`src/rtl/fetch_sequencer.sv`:
```
// fetch_sequencer: arbitrates instruction memory between the boot loader and
// instruction fetch, and delivers a valid-qualified instruction stream with stall/branch/halt/fault handling.
module fetch_sequencer #(
    parameter int          ADDR_W   = 6,
    parameter logic [31:0] RESET_PC = 32'h0000_0000
) (
    input  logic              clk,
    input  logic              reset,
    input  logic              start_load,
    input  logic              run,
    input  logic              ld_valid,
    input  logic [31:0]       ld_data,
    input  logic              ld_last,
    output logic              ld_ready,
    input  logic              stall,
    input  logic              branch_taken,
    input  logic [31:0]       branch_target,
    input  logic              halt_req,
    output logic              imem_we,
    output logic [ADDR_W-1:0] imem_addr,
    output logic [31:0]       imem_wdata,
    output logic              imem_re,
    input  logic [31:0]       imem_rdata,
    output logic [31:0]       instr_out,
    output logic              instr_valid,
    output logic [31:0]       pc_out,
    output logic [ADDR_W:0]   ld_count,
    output logic [1:0]        state,
    output logic              fault
);
    typedef enum logic [1:0] {IDLE, LOAD, RUN, HALT} state_t;
    localparam logic [ADDR_W:0] LAST_WORD = {1'b0, {ADDR_W{1'b1}}};
    state_t            state_q, state_d;
    logic [31:0]       fpc_q, fpc_d, pc_q, pc_d, fetch_addr;
    logic [ADDR_W:0]   cnt_q, cnt_d;
    logic              valid_q, valid_d, fault_q, fault_d, redirect, bad_addr;
    assign redirect   = branch_taken & valid_q;
    assign fetch_addr = redirect ? branch_target : fpc_q;
    assign bad_addr   = (|fetch_addr[1:0]) | (|fetch_addr[31:ADDR_W+2]);
    // enables are suppressed during the reset cycle so a mid-load reset never writes
    always_comb begin
        state_d    = state_q;
        fpc_d      = fpc_q;
        pc_d       = pc_q;
        cnt_d      = cnt_q;
        valid_d    = valid_q;
        fault_d    = fault_q;
        ld_ready   = 1'b0;
        imem_we    = 1'b0;
        imem_re    = 1'b0;
        imem_addr  = '0;
        imem_wdata = '0;
        if (!reset) begin
            case (state_q)
                IDLE: begin
                    valid_d = 1'b0;
                    if (start_load) begin
                        state_d = LOAD;
                        cnt_d   = '0;
                    end else if (run) state_d = RUN;
                end
                LOAD: begin
                    ld_ready  = 1'b1;
                    imem_addr = cnt_q[ADDR_W-1:0];
                    if (ld_valid) begin
                        imem_we    = 1'b1;
                        imem_wdata = ld_data;
                        cnt_d      = cnt_q + 1'b1;
                        if (ld_last || cnt_q == LAST_WORD) state_d = IDLE;
                    end
                end
                RUN: begin
                    imem_addr = fpc_q[ADDR_W+1:2];
                    if (halt_req) begin
                        state_d = HALT;
                        valid_d = 1'b0;
                    end else if (bad_addr) begin
                        fault_d = 1'b1;
                        state_d = HALT;
                        valid_d = 1'b0;
                    end else if (redirect) begin
                        fpc_d   = branch_target;
                        valid_d = 1'b0;
                    end else if (!stall) begin
                        imem_re = 1'b1;
                        fpc_d   = fpc_q + 32'd4;
                        pc_d    = fpc_q;
                        valid_d = 1'b1;
                    end
                end
                default: valid_d = 1'b0;
            endcase
        end
    end
    always_ff @(posedge clk) begin
        if (reset) begin
            state_q <= IDLE;
            fpc_q   <= RESET_PC;
            pc_q    <= RESET_PC;
            cnt_q   <= '0;
            valid_q <= 1'b0;
            fault_q <= 1'b0;
        end else begin
            state_q <= state_d;
            fpc_q   <= fpc_d;
            pc_q    <= pc_d;
            cnt_q   <= cnt_d;
            valid_q <= valid_d;
            fault_q <= fault_d;
        end
    end
    assign instr_out   = imem_rdata;
    assign instr_valid = valid_q;
    assign pc_out      = pc_q;
    assign ld_count    = cnt_q;
    assign state       = state_q;
    assign fault       = fault_q;
endmodule

```
`config.mk`:
```
export PLATFORM = sky130hd
export DESIGN_NAME = fetch_sequencer
export DESIGN_NICKNAME = d
export VERILOG_FILES = /design/src/rtl/fetch_sequencer.sv
export SDC_FILE = /design/constraint.sdc
export NUM_CORES = 1
export LEC_CHECK = 0
export CAP_MARGIN = 20
export CORE_MARGIN = 5
export CORE_UTILIZATION = 25
export DETAILED_ROUTE_END_ITERATION = 16
export GPL_TIMING_DRIVEN = 0
export PLACE_DENSITY = 0.7
export SETUP_SLACK_MARGIN = 0.5
export SYNTH_ARGS = -nofsm -noshare
export SYNTH_HDL_FRONTEND = slang
export SYNTH_SLANG_ARGS = --single-unit
```
`constraint.sdc`:
```
create_clock -name clk -period 2.2 [get_ports clk]
set_clock_uncertainty 0.05 [all_clocks]
set_input_delay 0.44 -clock clk [delete_from_list [all_inputs] [get_ports clk]]
set_output_delay 0.44 -clock clk [all_outputs]
set_load 0.01 [all_outputs]
```
# [After elaboration in Yosys (flattened, before gate mapping)]
# Cells that the tools add are included.
[totals] inputBits=105 word_cells=71 regBits=75 out_inout_bits=116
[op_classes] add_sub_neg=2 reduce_logical=12 bitwise_logic=7 eq_ne=10 mux=34
[ops] operator="32-bit two-way mux" count=6
[ops] operator="32-bit by 3-bit adder with 32-bit output (second input constant)" count=1
[ops] operator="24-bit OR reduction" count=1
[ops] operator="1-bit two-way mux" count=15
[ops] operator="7-bit two-way mux" count=2
[ops] operator="7-bit case mux with 2 select lines" count=1
[ops] operator="2-bit two-way mux" count=6
[ops] operator="6-bit case mux with 2 select lines" count=1
[ops] operator="5-bit AND reduction" count=2
[ops] operator="7-bit by 1-bit adder with 7-bit output (second input constant)" count=1
[ops] operator="7-bit by 6-bit equality test with 1-bit output (second input constant)" count=1
[ops] operator="6-bit two-way mux" count=1
[ops] operator="2-bit != test (second input constant)" count=3
[ops] operator="3-bit != test (second input constant)" count=2
[ops] operator="2-bit case mux with 3 select lines" count=1
[ops] operator="3-bit AND reduction" count=2
[ops] operator="5-bit != test (second input constant)" count=1
[ops] operator="1-bit inverter" count=5
[ops] operator="4-bit AND reduction" count=1
[ops] operator="3-bit nonzero test" count=1
[ops] operator="2-bit by 1-bit equality test with 1-bit output (second input constant)" count=1
[ops] operator="2-bit equality test (second input constant)" count=1
[ops] operator="2-bit zero test" count=1
[ops] operator="2-bit by 1-bit != test with 1-bit output (second input constant)" count=1
[ops] operator="other kinds (7)" count=7

# [Depth between registers and ports, before layout]
# Gate-level depths: netlist of the first run.
[logic_depth] ltp_word=8 depth_mapped=9 mapped_depth_nobuf=8

# [Least setup slack after synthesis of the first run]
# Ideal clock, no wire load.
[synth_timing] path_type="reg-to-reg" from="register state_q[0], in the netlist state[0]" to="register state_q[0], in the netlist state[0]" stages_incl_launch_ff=10 t_required_ns=2.064 setup_slack_ns=0.061 n_path_buf=1 synth_period_minus_slack_ns=2.139 setup_time_ns=0.086 t_arrival_ns=2.003 cell_sequence="dfxtp_1 -> inv_1 -> ha_1 -> buf_2 -> and2b_1 -> nand2_1 -> o21ai_0 -> a221oi_1 -> nor2_1 -> a211oi_1"
[synth_via] elab_chain_cells=3 word_cells_on_any_way=10 cone_classes="eq/ne: 6; mux: 1; reduce/logical: 3"
[synth_lines] element="from (decl)" line_no="33" rtl="state_t state_q, state_d;"
[synth_lines] element="from (signal assigned)" line_no="104" rtl="state_q <= state_d;"
[synth_lines] element="2-bit equality test, or another cell as far along" line_no="54" rtl="case (state_q)"
[synth_lines] element="3-bit != test (no source line), or another cell as far along"
[synth_lines] element="5-bit AND reduction (no source line)"
# Parallel ways exist; a longest one is shown, timed or not.
# A chain may end at the register's enable or synchronous reset.

# [Worst setup path in the final report of the first run]
[layout_timing] from="register state_q[1], in the netlist state[1]" to="output imem_wdata[27]"
[layout_via] elab_chain_cells=3
[layout_lines] element="2-bit by 1-bit equality test with 1-bit output" line_no="54"
[layout_lines] element="32-bit two-way mux" line_no="54"
[layout_lines] element="32-bit two-way mux" line_no="53" rtl="if (!reset) begin"
[layout_lines] element="to (decl)" line_no="21" rtl="output logic [31:0] imem_wdata,"
# Every way passes these cells.

==> flow_summary.yaml, run 1 <==
worst_setup_path:
  setup.worst_path.class: "flop to output pin"
  worstPathRequired_ns: 1.71
  reg2regPathDepth: 9
  worstSetupStartpointType: "flop"
  crit_slowest_cell: "dfxtp_4"
  critPathMaxFanout: 6
  crit_path_cell_trace: "inv_4 -> ha_4 -> inv_4 -> nor2_4 -> buf_4 -> clkbuf_8 -> and3_4 -> buf_6"
  endpoint_kind: "output pin"
  arrival_ns: 1.70
  crit_top_cell: "inv_4"
  r2r_slack_ns: 0.08
  slowest_delay_ns: 0.36
yosys:
  syn_area_mm2: 0.00359
  synth.largest_area_cell: "dfxtp_1"
  synth_seq_cells: 75
  yosysUniqueCellTypes: 47
  yosysSeqAreaShare: 0.418
  avgSynthCellArea_um2: 8.99
  synth_cells: 399
  synth.area.top_cells: "dfxtp_1, buf_4, and3_1, and2_4, nor2_1"
  synthFlopType: "dfxtp_1"
  ys_async_sr_fraction: 0
  synth_top_area_share: 0.418
  synth_fp_nets: 510
  synth_edf_count: 0
  ys_warn_count: 0
clock_tree:
  cts.sinks: 75
  insertion_delay_ns: 0.33
  clockBufferDepth: 2
  cts_hold_buffers: 0
  cts_buffers: 9
  clock-root-buffer: "clkbuf_16"
  cts_tree: "built"
  clk_pin_slew_ns: 0.06
  htreeDepth: 3
routing:
  via_per_inst: 4.64
  vias: 3901
  drt-pass1-iter-count: 4
  antenna_left: 0
  wl_per_cell_um: 18.5
  first_iter_violations: 192
  drc: 0
  wirelength_um: 15500
timing:
  whs_ns: 0.397
  worst_pin_slew_ns: 0.594
  relSlewSlack: 0.604
  finalCritPeriodShare: 0.994
  timing.fmax_ghz: 0.457
  hold_viol_final: 0
  setup_viol: 0
  slew_violations: 0
  rsz0062_at_grt: "true"
  finalCriticalPeriod_ns: 2.19
grt:
  grt_overflow: 0
  grt_pass1_wl_um: 22000
  grt_antenna_before_repair: 2
  first_global_vias: 4016
  grt_start_max_net_pins: 13
  grt_usage: 0.168
die:
  core-area_mm2: 0.0140
  start_util: 0.257
  io_pins: 221
  die_h_um: 130
  die_area_mm2: 0.0168
  die_x_um: 130
  fp-row-count: 43
power_and_ir_drop:
  p_leak_nw: 3.43
  power_density_mw_per_mm2: 636
  ir_worst_vdd_mv: 0.437
  totalPowerFinal_mw: 4.63
status:
  status: "completed"
place:
  dpl.hpwl_um: 11100
  io_buffers: 187
  gp_congestion: 0.905
finish:
  area_growth_pct: 103
  drive_gt1_frac: 0.459
  nets: 765
min_path:
  hp-class: "flop to flop"
  hold_path_depth: 2
run:
  drv_cap: 0
[Yosys cell counts, types with 7 or more instances]
master	count
dfxtp_1	75
nor2_1	42
and3_1	34
buf_4	32
nand2_1	26
and2_1	24
a21oi_1	20
and2_4	20
clkbuf_1	14
inv_1	9
mux2i_1	8
nand3_1	8
nor4_1	8
o21ai_0	7
[cells in the final DEF, fill, tap and decap left out, drive strengths merged, types with 2 or more instances in the layout]
cell           count
clkdlybuf4s50     76
a21oi             20
a21o               3
a211oi             3
o21ai              9
nor2              43
dlygate4sd2       42
ha                 6
and3              34
buf              137
nor3               6
inv                9
mux2i              8
clkbuf            25
clkdlybuf4s15      6
nand3              8
nor4              13
dfxtp             75
nand2b             4
xor2               5
dlymetal6s2s      21
and2              44
o32ai              2
nand4              7
nand2             26
diode              2
a22oi              6
o31ai              2
[state kept, by name, summed over array words and instances, names as in the netlist]
register	flops
pc_out	32
fpc_q	32
ld_count	7
instr_valid	1
state	2
fault	1
[power by group]
| group | switching (mW) | internal [mW] | total [mW] |
|---|---|---|---|
| registers | 0.0538 | 1.40 | 1.45 |
| logic | 0.733 | 0.956 | 1.69 |
| clock network | 0.524 | 0.963 | 1.49 |
| total | 1.31 | 3.32 | 4.63 |
[final timing paths]
kind                      endpoint              startpoint
max                 imem_wdata[27]   state[1]$_SDFFE_PP0P_
min             fault$_SDFFE_PP0P_      fault$_SDFFE_PP0P_
max reg2reg  fpc_q[3]$_SDFFE_PP0P_  fpc_q[19]$_SDFFE_PP0P_
min reg2reg     fault$_SDFFE_PP0P_      fault$_SDFFE_PP0P_
[routing by layer]
layer  up-vias  GRT usage  share of wire
met4         0     0.0660          0.035
met2       181      0.332           0.56
li1       1851          -              -
met1      1842      0.166           0.33
met5         -          0              0
met3        27     0.0422          0.076
[cells by family (layout without fill, tap and decap cells)]
logic type      after synthesis  count (layout)  share of synthesized area
compound gates               51              51                     0.0903
simple gates                194             194                      0.333
other cells                   0               2                          0
buf+inv                      59             318                      0.100
fa+ha+maj                     6               6                     0.0209
xor+xnor                      5               5                     0.0122
mux                           9               9                     0.0255
flops                        75              75                      0.418
[metrics by stage]
step	area [µm²]	utilization	cells	TNS (ns)	setup slack (ns)
floorplan	3650	-	399	0	0.144
global placement	5750	0.411	766	-41.17	-0.597
detailed placement	5750	0.411	766	-44.61	-0.623
CTS	6780	0.485	824	-0.199	-0.0326
global route	7270	0.520	840	-0.724	-0.0619
finish	7270	0.520	840	0	0.0130
[layout make-up]
class | count | area (µm²)
clock inverters | 2 | 35.0
diodes | 2 | 5.00
fillers | 1224 | 6720
flip-flops and latches | 75 | 1530
inverters | 9 | 41.3
clock buffers | 13 | 270
plain buffers | 50 | 414
multi-input cells | 265 | 2300
well taps | 180 | 225
repair buffers | 244 | 2450
[worst max-delay path: cells and delay by family, from the launching register on]
| kind | cells | cell delay, ns |
|---|---|---|
| fa+ha+maj | 1 | 0.14 |
| buf+inv | 5 | 0.49 |
| flops | 1 | 0.36 |
| simple gates | 2 | 0.39 |
[repair_timing]
action	in CTS	in global routing
pin swaps	52	41
setup endpoints to repair	141	130
resized for setup	370	114
cloned	7	0
setup buffers	36	14
Note: power is estimated with default switching activity, not from simulation.
==> run 2, diff against run 1 <==
==> constraint.sdc (replaced) <==
create_clock -name clk -period 2.2 [get_ports clk]
set_clock_uncertainty 0.05 [all_clocks]
set_input_delay 0.33 -clock clk [delete_from_list [all_inputs] [get_ports clk]]
set_output_delay 0.33 -clock clk [all_outputs]
set_load 0.01 [all_outputs]
==> run 2 against run 1 <==
Net effect:
- cell count is 0.60% lower
- sequential power hardly changed
- design area is 1.3% lower
- total power is 2.8% lower
- die area stayed put
- register-to-register slack better by 0.02 ns
- routed wire length is 2.9% lower
- hold slack worse by 0.018 ns
- sequential share of layout area is 0.18 points higher
- maximum frequency is 2.0% higher
- largest power group unchanged
==> flow_summary.yaml, run 2 (synthesized netlist as in run 1, its figures left out) <==
finish:
  area_growth_pct: 100
  final_util: 0.513
  layout_commonest_cell: "clkdlybuf4s50_1"
  drive_gt1_frac: 0.433
  nets: 759
  final_cell_mix: "clkdlybuf4s50_1, buf_6, dfxtp_1"
place:
  io_buffers: 187
  dp_slack_ns: -0.484
  dpl.hpwl_um: 10900
  gp_congestion: 0.840
worst_setup_path:
  slowest_delay_ns: 0.36
  setup.worst_path.class: "flop to output pin"
  worstSetupStartpointType: "flop"
  crit_slowest_cell: "dfxtp_4"
  crit_path_cell_trace: "inv_4 -> ha_4 -> inv_4 -> nor2_4 -> buf_6 -> buf_8 -> buf_6 -> and3_4 -> buf_6"
  endpoint_kind: "output pin"
  critPathMaxFanout: 5
  crit_top_cell: "buf_6"
  arrival_ns: 1.76
  worstPathRequired_ns: 1.82
die:
  die_x_um: 130
  fp-row-count: 43
  die_area_mm2: 0.0168
  io_pins: 221
  die_h_um: 130
  core-area_mm2: 0.0140
  start_util: 0.257
power_and_ir_drop:
  p_leak_nw: 3.07
  totalPowerFinal_mw: 4.50
  ir_worst_vdd_mv: 0.336
  p_int_mw: 3.21
  power_density_mw_per_mm2: 627
  pwr-share-clk: 0.316
  power.net_switching_mw: 1.29
  p_comb_frac: 0.361
  seq_power_share: 0.323
  sw_frac_of_total: 0.287
clock_tree:
  clk_pin_slew_ns: 0.06
  cts_tree: "built"
  clockBufferDepth: 2
  insertion_delay_ns: 0.33
  clock-root-buffer: "clkbuf_16"
  cts_buffers: 9
  htreeDepth: 3
  cts.sinks: 75
timing:
  relSlewSlack: 0.614
  finalCritPeriodShare: 0.975
  whs_ns: 0.379
  rsz0062_at_grt: "true"
  setup_viol: 0
  fin_ws_ns: 0.0551
  finalCriticalPeriod_ns: 2.14
  hold_viol_final: 0
  slew_violations: 0
  worst_pin_slew_ns: 0.579
  fin_tns_setup_ns: 0
  timing.fmax_ghz: 0.466
grt:
  grt_start_max_net_pins: 13
  grt_usage: 0.159
  grt_antenna_before_repair: 2
  grt_pass1_wl_um: 21000
  grt_overflow: 0
  first_global_vias: 3994
routing:
  antenna_left: 0
  vias: 3926
  highest_layer: "met4"
  via_per_inst: 4.70
  wirelength_um: 15100
  first_iter_violations: 148
  drc: 0
  route.met3.wl_um: 1090
  drt-pass1-iter-count: 5
  wl_per_cell_um: 18.1
  wl_met2_um: 8500
  wl_met1_um: 5140
run:
  drv_cap: 0
status:
  status: "completed"
min_path:
  hp-class: "input pin to flop"
==> run 2: changes by cell type in the layout (fill, tap and decap cells not counted), moves of 6 or more <==
cell / delta
clkdlybuf4s50_1: +39
dlygate4sd2_1: -33
a21oi_1: +10
buf_4: -9
and3_1: -8
and3_4: +8
a21oi_2: -7
clkdlybuf4s15_1: -6
==> run 2: power groups by stage <==
stage	logic (mW)	clock network, mW	registers, mW
after global routing	1.72	1.51	1.46
after floorplan	0.503	0	1.47
after global placement	0.927	0	1.47
after detailed placement	0.954	0	1.47
final	1.62	1.42	1.45
after CTS	1.45	1.46	1.45
==> run 2: path summary, 6_finish.rpt <==
check,start,endpoint,slack (ns),cells after the start
hold reg to reg,fpc_q[28]$_SDFFE_PP0P_,fpc_q[28]$_SDFFE_PP0P_,0.41,1
hold / removal,branch_target[8],fpc_q[8]$_SDFFE_PP0P_,0.38,4
setup / recovery,state[1]$_SDFFE_PP0P_,imem_wdata[15],0.06,9
setup reg to reg,fpc_q[20]$_SDFFE_PP0P_,fpc_q[31]$_SDFFE_PP0P_,0.10,8
==> run 2: cell type report <==
class / instances / area, µm²
Inverter: 9 / 41.3
Tap cell: 180 / 225
Sequential cell: 75 / 1520
Clock buffer: 10 / 229
Timing Repair Buffer: 237 / 2470
Buffer: 50 / 415
Clock inverter: 5 / 55.1
Multi-Input combinational cell: 266 / 2210
Antenna cell: 3 / 7.51
Fill cell: 1234 / 6810
==> run 2: worst max-delay path: cells and delay by family (launching register included) <==
kind | cells | cell delay, ns
flops | 1 | 0.36
fa+ha+maj | 1 | 0.14
buf+inv | 6 | 0.53
simple gates | 2 | 0.40
==> run 2: timing repair <==
action,4_1_cts,5_1_grt
endpoints found under the setup margin,121,117
resized for setup,313,100
pin swaps,57,35
buffers inserted,34,8
cloned,9,0
hold buffers,0,0
==> run 2: metrics by stage <==
step | instances | cell area [µm²]
after floorplan | 399 | 3640
after global placement | 766 | 5740
after detailed placement | 766 | 5740
after CTS | 824 | 6740
after global routing | 834 | 7170
final | 835 | 7180
==> run 2: layer usage <==
metal | vias up | global-route usage
met4 | 0 | 0.0501
met2 | 178 | 0.315
met3 | 22 | 0.0397
met5 | - | 0
li1 | 1848 | -
met1 | 1878 | 0.161
==> run 3, diff against run 2 <==
--- a/config.mk
+++ b/config.mk
@@ -10,7 +10,7 @@
 export CORE_UTILIZATION = 25
 export DETAILED_ROUTE_END_ITERATION = 16
 export GPL_TIMING_DRIVEN = 0
-export PLACE_DENSITY = 0.7
+export PLACE_DENSITY = 0.72
 export SETUP_SLACK_MARGIN = 0.5
 export SYNTH_ARGS = -nofsm -noshare
 export SYNTH_HDL_FRONTEND = slang
==> constraint.sdc (replaced) <==
create_clock -name clk -period 1.8 [get_ports clk]
set_clock_uncertainty 0.05 [all_clocks]
set_input_delay 0.27 -clock clk [delete_from_list [all_inputs] [get_ports clk]]
set_output_delay 0.27 -clock clk [all_outputs]
set_load 0.01 [all_outputs]
==> run 3 against run 2 <==
Net effect:
- the flow now finishes with violations (negative setup slack)
- critical endpoint is now fpc_q[7]$_SDFFE_PP0P_
- worst setup slack got worse by 0.32 ns
- global-route usage decreased by 0.64 points
- die area unchanged
- routed wire length decreased by 7.5%
- largest cell class unchanged
- sequential power increased by 22%
- register-to-register slack got worse by 0.36 ns
- sequential share of layout area increased by 0.65 points
==> flow_summary.yaml, run 3 (synthesized netlist as in run 1, its figures left out) <==
status:
  status: "finished, violations left"
  violations: "negative setup slack"
grt:
  grt_start_max_net_pins: 13
  first_global_vias: 3868
  grt_usage: 0.152
  grt_overflow: 0
  grt_antenna_before_repair: 0
  grt_pass1_wl_um: 20100
routing:
  wl_met1_um: 4640
  route.met3.wl_um: 1190
  vias: 3842
  highest_layer: "met4"
  via_per_inst: 4.62
  antenna_left: 0
  wirelength_um: 14000
  first_iter_violations: 139
  drt-pass1-iter-count: 4
  wl_per_cell_um: 16.8
  drc: 0
  wl_met2_um: 7660
die:
  io_pins: 221
  core-area_mm2: 0.0140
  die_area_mm2: 0.0168
  fp-row-count: 43
  start_util: 0.257
  die_h_um: 130
  die_x_um: 130
power_and_ir_drop:
  ir_worst_vdd_mv: 0.492
  power.net_switching_mw: 1.60
  p_int_mw: 3.89
  sw_frac_of_total: 0.291
  power_density_mw_per_mm2: 778
  pwr-share-clk: 0.307
  seq_power_share: 0.322
  p_leak_nw: 3.01
  p_comb_frac: 0.371
finish:
  nets: 757
  layout_commonest_cell: "clkdlybuf4s50_1"
  final_cell_mix: "clkdlybuf4s50_1, buf_6, dfxtp_1"
  fillers: 1224
  antenna_cells: 0
  area_growth_pct: 96.7
  drive_gt1_frac: 0.462
  final_cells: 831
worst_setup_path:
  crit_path_cell_trace: "nor4_4 -> nand4_4 -> nor4b_4 -> buf_4 -> o21ai_4 -> or3_1 -> o31ai_1"
  setup.worst_path.class: "flop to flop"
  reg2regPathDepth: 7
  r2r_start: "fpc_q[18]$_SDFFE_PP0P_"
  r2r_slack_ns: -0.26
  r2r-end: "fpc_q[7]$_SDFFE_PP0P_"
  worstSetupStartpointType: "flop"
  critPathMaxFanout: 8
  endpoint_kind: "flop"
  crit_slowest_cell: "nor4b_4"
  arrival_ns: 2.25
  slowest_delay_ns: 0.36
  worstPathRequired_ns: 1.99
run:
  drv_cap: 0
timing:
  hold_viol_final: 0
  fin_tns_setup_ns: -16.72
  finalCriticalPeriod_ns: 2.06
  worst_pin_slew_ns: 0.753
  fin_ws_ns: -0.262
  finalCritPeriodShare: 1.15
  setup_viol: 106
  slew_violations: 0
  timing.fmax_ghz: 0.485
  relSlewSlack: 0.498
  rsz0062_at_grt: "true"
min_path:
  holdCritStartpoint: "fault$_SDFFE_PP0P_"
  hp-class: "flop to flop"
  min_to: "fault$_SDFFE_PP0P_"
  hold_path_depth: 2
clock_tree:
  clockBufferDepth: 2
  cts_tree: "built"
  cts_buffers: 9
  clk_pin_slew_ns: 0.06
  clock-root-buffer: "clkbuf_16"
  insertion_delay_ns: 0.33
  cts.sinks: 75
  htreeDepth: 3
place:
  placed_cells: 766
  io_buffers: 187
  gp_congestion: 0.877
  dpl.hpwl_um: 10000
  dp_slack_ns: -0.831
[run 3: changes by cell type in the layout (fill, tap and decap cells not counted), sizes merged, moves of 3 or more]
cell and change:
dlygate4sd2 +24, diode -3, clkbuf +3, buf +3, clkdlybuf4s15 +14, clkdlybuf4s50 -22, dlymetal6s2s -21
[run 3: how the worst max path moves through the flow]
| stage | depth (start not counted) | endpoint | slack (ns) | from |
|---|---|---|---|---|
| after detailed placement | 7 | pc_out[21]$_SDFFE_PP0P_ | -0.83 | branch_taken |
| final | 7 | fpc_q[7]$_SDFFE_PP0P_ | -0.26 | fpc_q[18]$_SDFFE_PP0P_ |
| after global placement | 8 | fpc_q[27]$_SDFFE_PP0P_ | -0.81 | branch_target[9] |
| after global routing | 5 | imem_re | -0.35 | fpc_q[10]$_SDFFE_PP0P_ |
| after floorplan | 9 | pc_out[0]$_SDFFE_PP0P_ | -0.26 | state[0]$_SDFFE_PP0P_ |
| after CTS | 5 | imem_re | -0.25 | fpc_q[31]$_SDFFE_PP0P_ |
[run 3: layout make-up]
cell class | instances | area, µm² | share of cell area
Clock buffer | 12 | 256 | 0.0363
Multi-Input combinational cell | 265 | 2240 | 0.317
Inverter | 9 | 41.3 | 0.00585
Clock inverter | 4 | 23.8 | 0.00337
Timing Repair Buffer | 236 | 2320 | 0.329
Buffer | 50 | 408 | 0.0578
Sequential cell | 75 | 1540 | 0.219
Tap cell | 180 | 225 | 0.0319
[run 3: timing repair]
item                                   in CTS  in global routing
gates cloned                                7                  1
hold buffers                                0                  0
pin swaps                                  66                 32
setup endpoints to repair                 159                132
endpoints found under the hold margin       0                  0
setup buffers                              32                  9
resized for setup                         364                104
[run 3: metrics by stage]
stage	instance area (µm²)	total power, mW	hold WS [ns]	utilization
after global placement	5780	2.97	0.376	0.414
after floorplan	3690	2.45	0.369	-
final	7060	5.49	0.403	0.505
after CTS	6620	5.29	0.398	0.474
after detailed placement	5780	3.00	0.384	0.414
after global routing	7060	5.76	0.430	0.505
[run 3: power by group through the flow]
stage / clock [mW] / combinational, mW / sequential [mW]
after global routing: 1.82 / 2.17 / 1.77
after CTS: 1.73 / 1.80 / 1.76
after floorplan: 0 / 0.649 / 1.80
after global placement: 0 / 1.17 / 1.80
after detailed placement: 0 / 1.20 / 1.80
final: 1.68 / 2.04 / 1.77
[run 3: layer usage]
layer,up-vias,GRT usage
li1,1844,-
met1,1790,0.151
met2,176,0.302
met3,32,0.0364
met4,0,0.0593
met5,-,0
[run 3: worst max-delay path, delay by kind of cell, from the launching register on]
family | cells | cell delay [ns]
AO/OA/AOI/OAI | 2 | 0.16
flip-flops | 1 | 0.35
AND/OR/NAND/NOR | 4 | 1.23
buffers and inverters | 1 | 0.18
